### src/rtl/z80_bus_pkg.sv
// Shared types and constants for the Z80 bus controller.
//   bus_state_t     : wait-state FSM encoding
//   IO_DEFAULT_BYTE : byte returned for unmapped IO and interrupt acknowledge
//   RST_CNT_W       : width of the power-on reset sequencer counter
package z80_bus_pkg;

  typedef enum logic {
    IDLE    = 1'b0,
    IO_WAIT = 1'b1
  } bus_state_t;

  localparam logic [7:0] IO_DEFAULT_BYTE = 8'hBF;
  localparam int         RST_CNT_W       = 32;

endpackage

### src/rtl/z80_clk_gen.sv
// CPU clock divider and power-on reset sequencer.
//   eclk   in  : system clock
//   _erst  in  : async active-low reset
//   clk    out : CPU clock, period 2*HALFCYCLE eclk cycles
//   _reset out : CPU reset, low while the sequencer count is in [RST_ASSERT, RST_RELEASE)
//   rise   out : high for the single eclk cycle in which clk has just gone high
module z80_clk_gen
  import z80_bus_pkg::*;
#(
  parameter int HALFCYCLE   = 100,
  parameter int RST_ASSERT  = 1000,
  parameter int RST_RELEASE = 2000
) (
  input  logic eclk,
  input  logic _erst,
  output logic clk,
  output logic _reset,
  output logic rise
);

  localparam int IW = $clog2(HALFCYCLE);

  logic [IW-1:0]        i;
  logic [RST_CNT_W-1:0] c;
  logic [RST_CNT_W-1:0] c_nxt;
  logic                 last_clk;

  // Saturating count; _reset is decoded from the next value so the
  // registered output lines up with the cycle in which c holds that value.
  always_comb begin
    c_nxt = c;
    if (c != '1) c_nxt = c + 1'b1;
  end

  always_ff @(posedge eclk or negedge _erst) begin
    if (!_erst) begin
      i        <= '0;
      clk      <= 1'b0;
      c        <= '0;
      _reset   <= 1'b1;
      last_clk <= 1'b0;
    end else begin
      last_clk <= clk;
      if (i == IW'(HALFCYCLE - 1)) begin
        i   <= '0;
        clk <= ~clk;
      end else begin
        i <= i + 1'b1;
      end
      c <= c_nxt;
      if (c_nxt == RST_CNT_W'(RST_ASSERT))  _reset <= 1'b0;
      if (c_nxt == RST_CNT_W'(RST_RELEASE)) _reset <= 1'b1;
    end
  end

  assign rise = clk & ~last_clk;

endmodule

### src/rtl/z80_bus_ctrl.sv
// Bus controller between the Z80 core and FPGA memory / IO channels.
//   eclk, _erst            : system clock, async active-low reset
//   clk, _reset            : generated CPU clock and CPU reset
//   ab, _iorq, _mreq, _wr, _m1, db_o : CPU bus
//   db_i, _wait            : CPU read data and wait request
//   mem_wr, mem_din, mem_dout : memory write strobe, write data, read data
//   io_cs, io_rnw, io_dout, io_ready : per-channel IO selects and handshake
// All bus decisions are taken only in the eclk cycle following a CPU rising
// edge, so strobes are one eclk wide and _wait is stable at CPU falling edges.
module z80_bus_ctrl
  import z80_bus_pkg::*;
#(
  parameter int                  HALFCYCLE   = 100,
  parameter int                  RST_ASSERT  = 1000,
  parameter int                  RST_RELEASE = 2000,
  parameter int                  NUM_IO      = 2,
  parameter logic [NUM_IO*8-1:0] IO_BASE     = {8'h10, 8'hAA},
  parameter logic [NUM_IO*8-1:0] IO_MASK     = {8'hFF, 8'hFE},
  parameter logic [7:0]          IO_DEFAULT  = IO_DEFAULT_BYTE
) (
  input  logic                eclk,
  input  logic                _erst,
  output logic                clk,
  output logic                _reset,
  input  logic [15:0]         ab,
  input  logic                _iorq,
  input  logic                _mreq,
  input  logic                _wr,
  input  logic                _m1,
  input  logic [7:0]          db_o,
  output logic [7:0]          db_i,
  output logic                _wait,
  output logic                mem_wr,
  output logic [7:0]          mem_din,
  input  logic [7:0]          mem_dout,
  output logic [NUM_IO-1:0]   io_cs,
  output logic                io_rnw,
  input  logic [NUM_IO*8-1:0] io_dout,
  input  logic [NUM_IO-1:0]   io_ready
);

  localparam int IDXW = (NUM_IO > 1) ? $clog2(NUM_IO) : 1;

  logic                       rise;
  logic                       last_iorq;
  logic                       last_mw;
  logic                       mw_now;
  logic                       io_start;
  logic                       hit_any;
  logic [IDXW-1:0]            hit_idx;
  logic [NUM_IO-1:0]          hit_oh;
  logic [IDXW-1:0]            sel;
  bus_state_t                 state;
  logic [NUM_IO-1:0][7:0]     dout_a;
  logic                       unused_ab;

  z80_clk_gen #(
    .HALFCYCLE  (HALFCYCLE),
    .RST_ASSERT (RST_ASSERT),
    .RST_RELEASE(RST_RELEASE)
  ) u_clk_gen (
    .eclk   (eclk),
    ._erst  (_erst),
    .clk    (clk),
    ._reset (_reset),
    .rise   (rise)
  );

  // Only the low address byte is decoded for IO.
  assign unused_ab = &{1'b0, ab[15:8]};

  // Descending scan so the lowest matching index is the one left standing.
  always_comb begin
    hit_any = 1'b0;
    hit_idx = '0;
    for (int k = NUM_IO - 1; k >= 0; k--) begin
      if ((ab[7:0] & IO_MASK[k*8 +: 8]) == IO_BASE[k*8 +: 8]) begin
        hit_any = 1'b1;
        hit_idx = IDXW'(k);
      end
    end
    hit_oh          = '0;
    hit_oh[hit_idx] = hit_any;
  end

  assign mw_now   = ~_mreq & ~_wr;
  // Interrupt acknowledge (_m1 low) never selects a channel.
  assign io_start = last_iorq & ~_iorq & _m1 & hit_any;

  always_ff @(posedge eclk or negedge _erst) begin
    if (!_erst) begin
      last_iorq <= 1'b0;
      last_mw   <= 1'b0;
      io_cs     <= '0;
      mem_wr    <= 1'b0;
      _wait     <= 1'b1;
      sel       <= '0;
      state     <= IDLE;
    end else begin
      io_cs  <= '0;
      mem_wr <= 1'b0;
      if (rise) begin
        last_iorq <= _iorq;
        last_mw   <= mw_now;
        if (io_start)          io_cs  <= hit_oh;
        if (!last_mw && mw_now) mem_wr <= 1'b1;
        case (state)
          IDLE: begin
            if (io_start && !io_ready[hit_idx]) begin
              state <= IO_WAIT;
              sel   <= hit_idx;
              _wait <= 1'b0;
            end
          end
          IO_WAIT: begin
            if (io_ready[sel]) begin
              state <= IDLE;
              _wait <= 1'b1;
            end
          end
          default: state <= IDLE;
        endcase
      end
    end
  end

  assign dout_a  = io_dout;
  assign io_rnw  = _wr;
  assign mem_din = db_o;

  always_comb begin
    db_i = IO_DEFAULT;
    if (_iorq)                db_i = mem_dout;
    else if (_m1 && hit_any)  db_i = dout_a[hit_idx];
  end

endmodule

### config.mk
export PLATFORM = sky130hd
export DESIGN_NAME = z80_bus_ctrl
export DESIGN_NICKNAME = d
export VERILOG_FILES = /design/src/rtl/z80_bus_pkg.sv /design/src/rtl/z80_clk_gen.sv /design/src/rtl/z80_bus_ctrl.sv
export SDC_FILE = /design/constraint.sdc
export NUM_CORES = 1
export LEC_CHECK = 0
export ABC_AREA = 1
export BUFFER_PORTS_ARGS = -buffer_cell sky130_fd_sc_hd__buf_4
export CAP_MARGIN = 20
export CORE_ASPECT_RATIO = 1.1
export CORE_UTILIZATION = 52
export DETAILED_ROUTE_END_ITERATION = 10
export MAX_ROUTING_LAYER = met4
export PLACE_DENSITY = 0.84
export SETUP_SLACK_MARGIN = 0.05
export SYNTH_ARGS = -nofsm -noshare
export SYNTH_HDL_FRONTEND = slang
export SYNTH_SLANG_ARGS = --single-unit
export TNS_END_PERCENT = 100
### constraint.sdc
create_clock -name eclk -period 4.1 [get_ports eclk]
set_input_delay 0.615 -clock eclk [delete_from_list [all_inputs] [get_ports eclk]]
set_output_delay 0.615 -clock eclk [all_outputs]
set_load 0.02 [all_outputs]
==> results of run 1 <==
-- state kept, by name, indices dropped and copies added, names as in the netlist --
signal	cells
sel	1
u_clk_gen.i	7
u_clk_gen._reset	1
last_mw	1
u_clk_gen.last_clk	1
_wait	1
u_clk_gen.clk	1
io_cs	2
state	1
mem_wr	1
last_iorq	1
u_clk_gen.c	32
-- layer usage --
metal,vias up,GRT usage [%],share of wire [%]
met5,-,-,0
met4,0,7.38,1.2
met3,10,4.35,4.6
met2,108,45.4,51
met1,1457,29.7,43
li1,1607,-,-
-- final cells by class --
class	count	area [um2]	area share, %
multi-input cells	360	1660	44.5
repair buffers	54	405	10.9
well taps	77	96.3	2.59
flip-flops and latches	50	1250	33.7
inverters	57	214	5.75
clock buffers	5	68.8	1.85
clock inverters	3	26.3	0.706
-- synthesized netlist by cell type --
master / n / share of area (%)
o221ai_1: 1 / 0.27
o211ai_1: 1 / 0.23
nand3b_1: 6 / 1.4
xnor2_1: 1 / 0.27
and2_1: 1 / 0.19
nor2_4: 5 / 1.7
buf_4: 10 / 2.3
nand3_2: 2 / 0.62
ha_1: 2 / 0.78
nand2_2: 2 / 0.39
nand2_4: 4 / 1.4
nand3_1: 45 / 7.0
buf_2: 1 / 0.16
a22oi_1: 1 / 0.23
nor2_8: 1 / 0.62
inv_2: 2 / 0.23
nor2b_1: 1 / 0.19
buf_6: 2 / 0.70
o21ai_0: 7 / 1.1
a21oi_1: 17 / 2.6
nand2_1: 149 / 17
inv_1: 54 / 6.3
o31ai_1: 1 / 0.23
nor4_1: 1 / 0.19
nand4_1: 8 / 1.6
or2_1: 1 / 0.19
dfrtp_1: 48 / 37
clkinv_1: 1 / 0.12
and3_1: 1 / 0.19
xor2_1: 2 / 0.54
nor2_1: 92 / 11
nor3_1: 7 / 1.1
dfstp_2: 2 / 1.6
o21a_1: 1 / 0.23
-- where the power goes --
group | switching (mW) | internal (mW) | total (mW)
logic | 0.0301 | 0.0336 | 0.0637
clock network | 0.181 | 0.126 | 0.307
registers | 0.000297 | 0.494 | 0.494
-- final timing paths --
path	startpoint	end	slack, ns	cells past startpoint
setup / recovery	ab[6]	db_i[6]	1.31	10
setup reg to reg	u_clk_gen.c[0]$_DFF_PN0_	u_clk_gen._reset$_DFFE_PN1P_	1.41	14
max in group asynchronous	_erst	io_cs[1]$_DFF_PN0_	3.34	1
hold reg to reg	last_mw$_DFFE_PN0P_	mem_wr$_DFF_PN0_	0.41	1
min in group eclk	last_mw$_DFFE_PN0P_	mem_wr$_DFF_PN0_	0.41	1
hold / removal	_erst	u_clk_gen.c[11]$_DFF_PN0_	0.32	1
-- worst reg2reg max path: cells and delay by family, from the launching register on --
family	cells	cell delay (ns)
simple gates	12	1.64
buf+inv	1	0.09
flops	1	0.53
fa+ha+maj	1	0.39
-- kinds of logic after synthesis --
| kind of cell | Yosys count | synth area share (%) |
|---|---|---|
| adder cells (fa/ha/maj) | 2 | 0.776 |
| XOR/XNOR | 3 | 0.815 |
| AND/OR/NAND/NOR | 326 | 44.8 |
| flip-flops | 50 | 38.9 |
| buffers and inverters | 70 | 9.81 |
| AO/OA/AOI/OAI | 29 | 4.93 |
-- through the flow --
stage	setup slack (ns)	hold slack [ns]	instances	util, %
floorplan	1.69	0.319	480	-
global placement	1.31	0.412	598	61.7
detailed placement	1.32	0.423	598	61.7
CTS	1.33	0.334	606	63.3
global route	1.10	0.358	606	63.3
finish	1.31	0.320	606	63.3
==> flow_summary_export.csv, run 1 <==
group,metric,value,unit
run_status,status,"finished clean",
clocking,cts_resized,0,
power_and_ir_drop,p_leak,1.88,nW
place,post_dp_cell_area,3620,um2
cells_and_area,fin_nets,586,
clocking,cts.sinks,50,
setup_path,cp.required,3.48,ns
power_and_ir_drop,power,865,uW
synthesis,syn_area,3230,um2
setup_path,path_delay_family,"simple AND/OR/NAND/NOR gates",
cells_and_area,fin_area,3720,um2
setup_path,path_buf_inv,3,
drt,post_drt_wl_per_cell,12.8,um
timing,final.setup_skew,0.0142,ns
power_and_ir_drop,peakVddDrop,0.217,mV
setup_path,crit_slowest_cell,"or2_1",
global_route,grt_max_degree,51,
hold_path,min_path_type,"primary input to async pin",
place,hpwlAfterDp,6.03,mm
run,max_cap_viol_count,0,
timing,slew_headroom,32.6,%
setup_path,crit_type,"primary input to primary output",
synthesis,syn-num-nets,538,
drt,drt_pass1_iterations,4,
clocking,clockBufferDepth,2,
global_route,grt_first_pass_wirelength,13.1,mm
timing,worst_pin_slew,1.00,ns
clocking,clock_latency,0.32,ns
die,die_w,77.1,um
setup_path,start_kind,"primary input",
drt,drt-initial-drc-count,194,
cells_and_area,drive_gt1_share,15.1,%
cells_and_area,final_common_cell,"nand2_1",
clocking,cts_buffers,5,
synthesis,syn_avg_cell_area,6.72,um2
die,rows,29,
power_and_ir_drop,pwr_density_cell,233,nW/um2
clocking,post-cts-setup-buffers,0,
clocking,clockRootBuffer,"clkbuf_8",
drt,ant_nets,0,
setup_path,path_cells,"buf_4, or2_1, nor3_1, nand3_1, nand2_1, nand3_1, inv_1, o221ai_1, nand2_1, buf_4",
drt,viasPerCell,5.25,
die,die_y,84.6,um
setup_path,cp_max_fo,8,
drt,drcViolationCount,0,
die,core-area,5880,um2
timing,rsz0062_at_grt,"false",
cells_and_area,nFillCells,538,
die,ioPinCount,79,
clocking,clk_pin_slew,0.11,ns
synthesis,synth_cells,480,
die,initial_core_util,54.9,%
timing,finalCritPeriodShare,68.0,%
setup_path,end_kind,"primary output",
place,portBuffers,54,
timing,period_needed,2.79,ns
cells_and_area,antenna_cells,0,
place,gp_congestion,0.913,
cells_and_area,mostFrequentLayoutCells,"149 x nand2_1, 92 x nor2_1, 54 x inv_1, 54 x buf_4, 48 x dfrtp_1",
cells_and_area,area_delta_synth_final,15.3,%
synthesis,synth.distinct_cells,34,
timing,finalHoldViolations,0,
setup_path,slowest_delay,0.23,ns
global_route,overflow,0,
die,dieArea,6520,um2
synthesis,yosysSeqAreaShare,38.9,%
setup_path,cp_data_arrival_time,2.17,ns
timing,tns,0,ns
global_route,antenna_found_initial,0,
synthesis,synth_seq_cells,50,
global_route,grt_pass1_vias,3126,
drt,wl,7.77,mm
synthesis,yosysWarnings,0,
timing,setup_viol,0,
clocking,cts_tree,"built",
clocking,cts_htree_levels,2,
clocking,ctsHoldBuffers,0,
global_route,grt_usage,25.6,%
drt,route.vias.total,3182,
timing,fmax,359,MHz
timing,drv_slew,0,
Note: power is estimated with default switching activity, not from simulation.
==> run 2, diff against run 1 <==
- CORE_UTILIZATION: 52 -> 49
- PLACE_DENSITY: 0.84 -> 0.83
- clock period: 4.1 -> 2.4 ns (I/O delays scaled with it)
==> run 2 against run 1 <==
- cell area rose by 2.0%
- wire length shrank 0.24%
- utilization down 2.8 points
- clock skew down 0.0010 ns
- register-to-register slack got worse by 1.2 ns
- global-route usage down 0.64 points
- critical endpoint is now u_clk_gen._reset$_DFFE_PN1P_
==> flow_summary_export.csv, run 2 (synthesis gave the netlist of run 1 again) <==
group,metric,value,unit
run_status,status,"finished clean",
global_route,overflow,0,
cells_and_area,antenna_cells,0,
cells_and_area,drive_gt1_share,16.6,%
die,rows,30,
cells_and_area,fin_nets,594,
clocking,cts_resized,0,
global_route,grt_pass1_vias,3149,
setup_path,cp.required,2.65,ns
timing,final.setup_skew,0.0131,ns
clocking,clockBufferDepth,2,
timing,period_needed,2.15,ns
clocking,cts_tree,"built",
setup_path,rrSetupSlack,0.25,ns
clocking,cts_buffers,5,
clocking,clockRootBuffer,"clkbuf_8",
drt,viasPerCell,5.31,
drt,drt-initial-drc-count,218,
timing,setup_viol,0,
power_and_ir_drop,pwr_density_cell,392,nW/um2
cells_and_area,nFillCells,585,
setup_path,crit_type,"register to register",
drt,route.vias.total,3275,
clocking,cts.sinks,50,
cells_and_area,regArea,1250,um2
cells_and_area,final_common_cell,"nand2_1",
cells_and_area,top_register,"u_clk_gen.c",
drt,drt_pass1_iterations,5,
drt,ant_nets,0,
cells_and_area,area_delta_synth_final,17.6,%
clocking,post-cts-setup-buffers,0,
cells_and_area,multi_input_area,1670,um2
cells_and_area,postLayoutCoreUtil,60.5,%
timing,fmax,466,MHz
timing,slew_headroom,58.3,%
drt,post_drt_wl_per_cell,12.6,um
clocking,cts_htree_levels,2,
die,die_w,79.4,um
drt,drcViolationCount,0,
global_route,grt_max_degree,51,
timing,rsz0062_at_grt,"false",
global_route,grt_first_pass_wirelength,13.2,mm
clocking,ctsHoldBuffers,0,
place,gp_congestion,0.925,
die,dieArea,6910,um2
place,portBuffers,54,
die,die_y,87.1,um
setup_path,cp_data_arrival_time,2.40,ns
global_route,antenna_found_initial,0,
global_route,grt_usage,25.0,%
timing,tns,0,ns
die,ioPinCount,79,
setup_path,cp_max_fo,23,
cells_and_area,reg.largest.list,"u_clk_gen.c: 32 flops, u_clk_gen.i: 7 flops, io_cs: 2 flops",
run,max_cap_viol_count,0,
cells_and_area,mostFrequentLayoutCells,"149 x nand2_1, 91 x nor2_1, 62 x buf_4",
place,hpwlAfterDp,6.17,mm
timing,drv_slew,0,
timing,worst_pin_slew,0.625,ns
cells_and_area,largest_register_ffs,32,
setup_path,start_kind,"register",
power_and_ir_drop,p_leak,1.90,nW
power_and_ir_drop,power,1.49,mW
power_and_ir_drop,peakVddDrop,0.262,mV
setup_path,end_kind,"register",
clocking,clk_pin_slew,0.11,ns
timing,finalHoldViolations,0,
die,core-area,6270,um2
drt,wl,7.75,mm
clocking,clock_latency,0.32,ns
hold_path,min_path_type,"primary input to async pin",
die,initial_core_util,51.5,%
timing,finalCritPeriodShare,89.5,%
[run 2: worst max-delay path: stages (launching register included)]
cell and delay [ns]:
dfrtp_1 0.39, ha_1 0.23, inv_2 0.09, nor2_4 0.06
nand2_4 0.11, nor2_8 0.06, nand2_8 0.16, buf_4 0.23
nand3_1 0.14, nor2_1 0.14, nand3_2 0.11, nor2_1 0.16
nand3_1 0.08, nand2_1 0.06, nand2_1 0.04
[run 2: worst paths after layout]
path,from,end,depth (start not counted)
min,_erst,u_clk_gen.c[23]$_DFF_PN0_,1
max reg2reg,u_clk_gen.c[0]$_DFF_PN0_,u_clk_gen._reset$_DFFE_PN1P_,14
min reg2reg,last_mw$_DFFE_PN0P_,mem_wr$_DFF_PN0_,1
max,u_clk_gen.c[0]$_DFF_PN0_,u_clk_gen._reset$_DFFE_PN1P_,14
max in group asynchronous,_erst,u_clk_gen.c[18]$_DFF_PN0_,1
min in group eclk,_mreq,mem_wr$_DFF_PN0_,4
[run 2: layer usage]
metal / global-route usage (%) / wire (um) / vias up
li1: - / - / 1609
met1: 26.6 / 3190 / 1559
met2: 46.9 / 4110 / 91
met3: 3.46 / 292 / 16
met4: 8.60 / 154 / 0
met5: - / 0 / -
[run 2: layout make-up]
class	instances	share of cell area (%)
inverters	57	5.64
repair buffers	62	12.3
clock buffers	5	1.81
flip-flops and latches	50	33.0
multi-input cells	360	43.9
well taps	80	2.64
clock inverters	3	0.660
[run 2: power breakdown]
group,switching (mW),internal [mW],leakage (nW)
combinational,0.0523,0.0586,1.20
sequential,0.000545,0.843,0.652
clock,0.320,0.211,0.0447
[run 2: per-stage QoR]
step / instance area [um2] / cells / worst slack, ns / hold slack (ns)
after floorplan: 3230 / 480 / 0.495 / 0.0644
after global placement: 3690 / 609 / 0.249 / 0.410
after detailed placement: 3690 / 609 / 0.197 / 0.426
after CTS: 3780 / 617 / 0.184 / 0.0785
after global routing: 3790 / 617 / 0.0514 / 0.114
final: 3790 / 617 / 0.252 / 0.0440
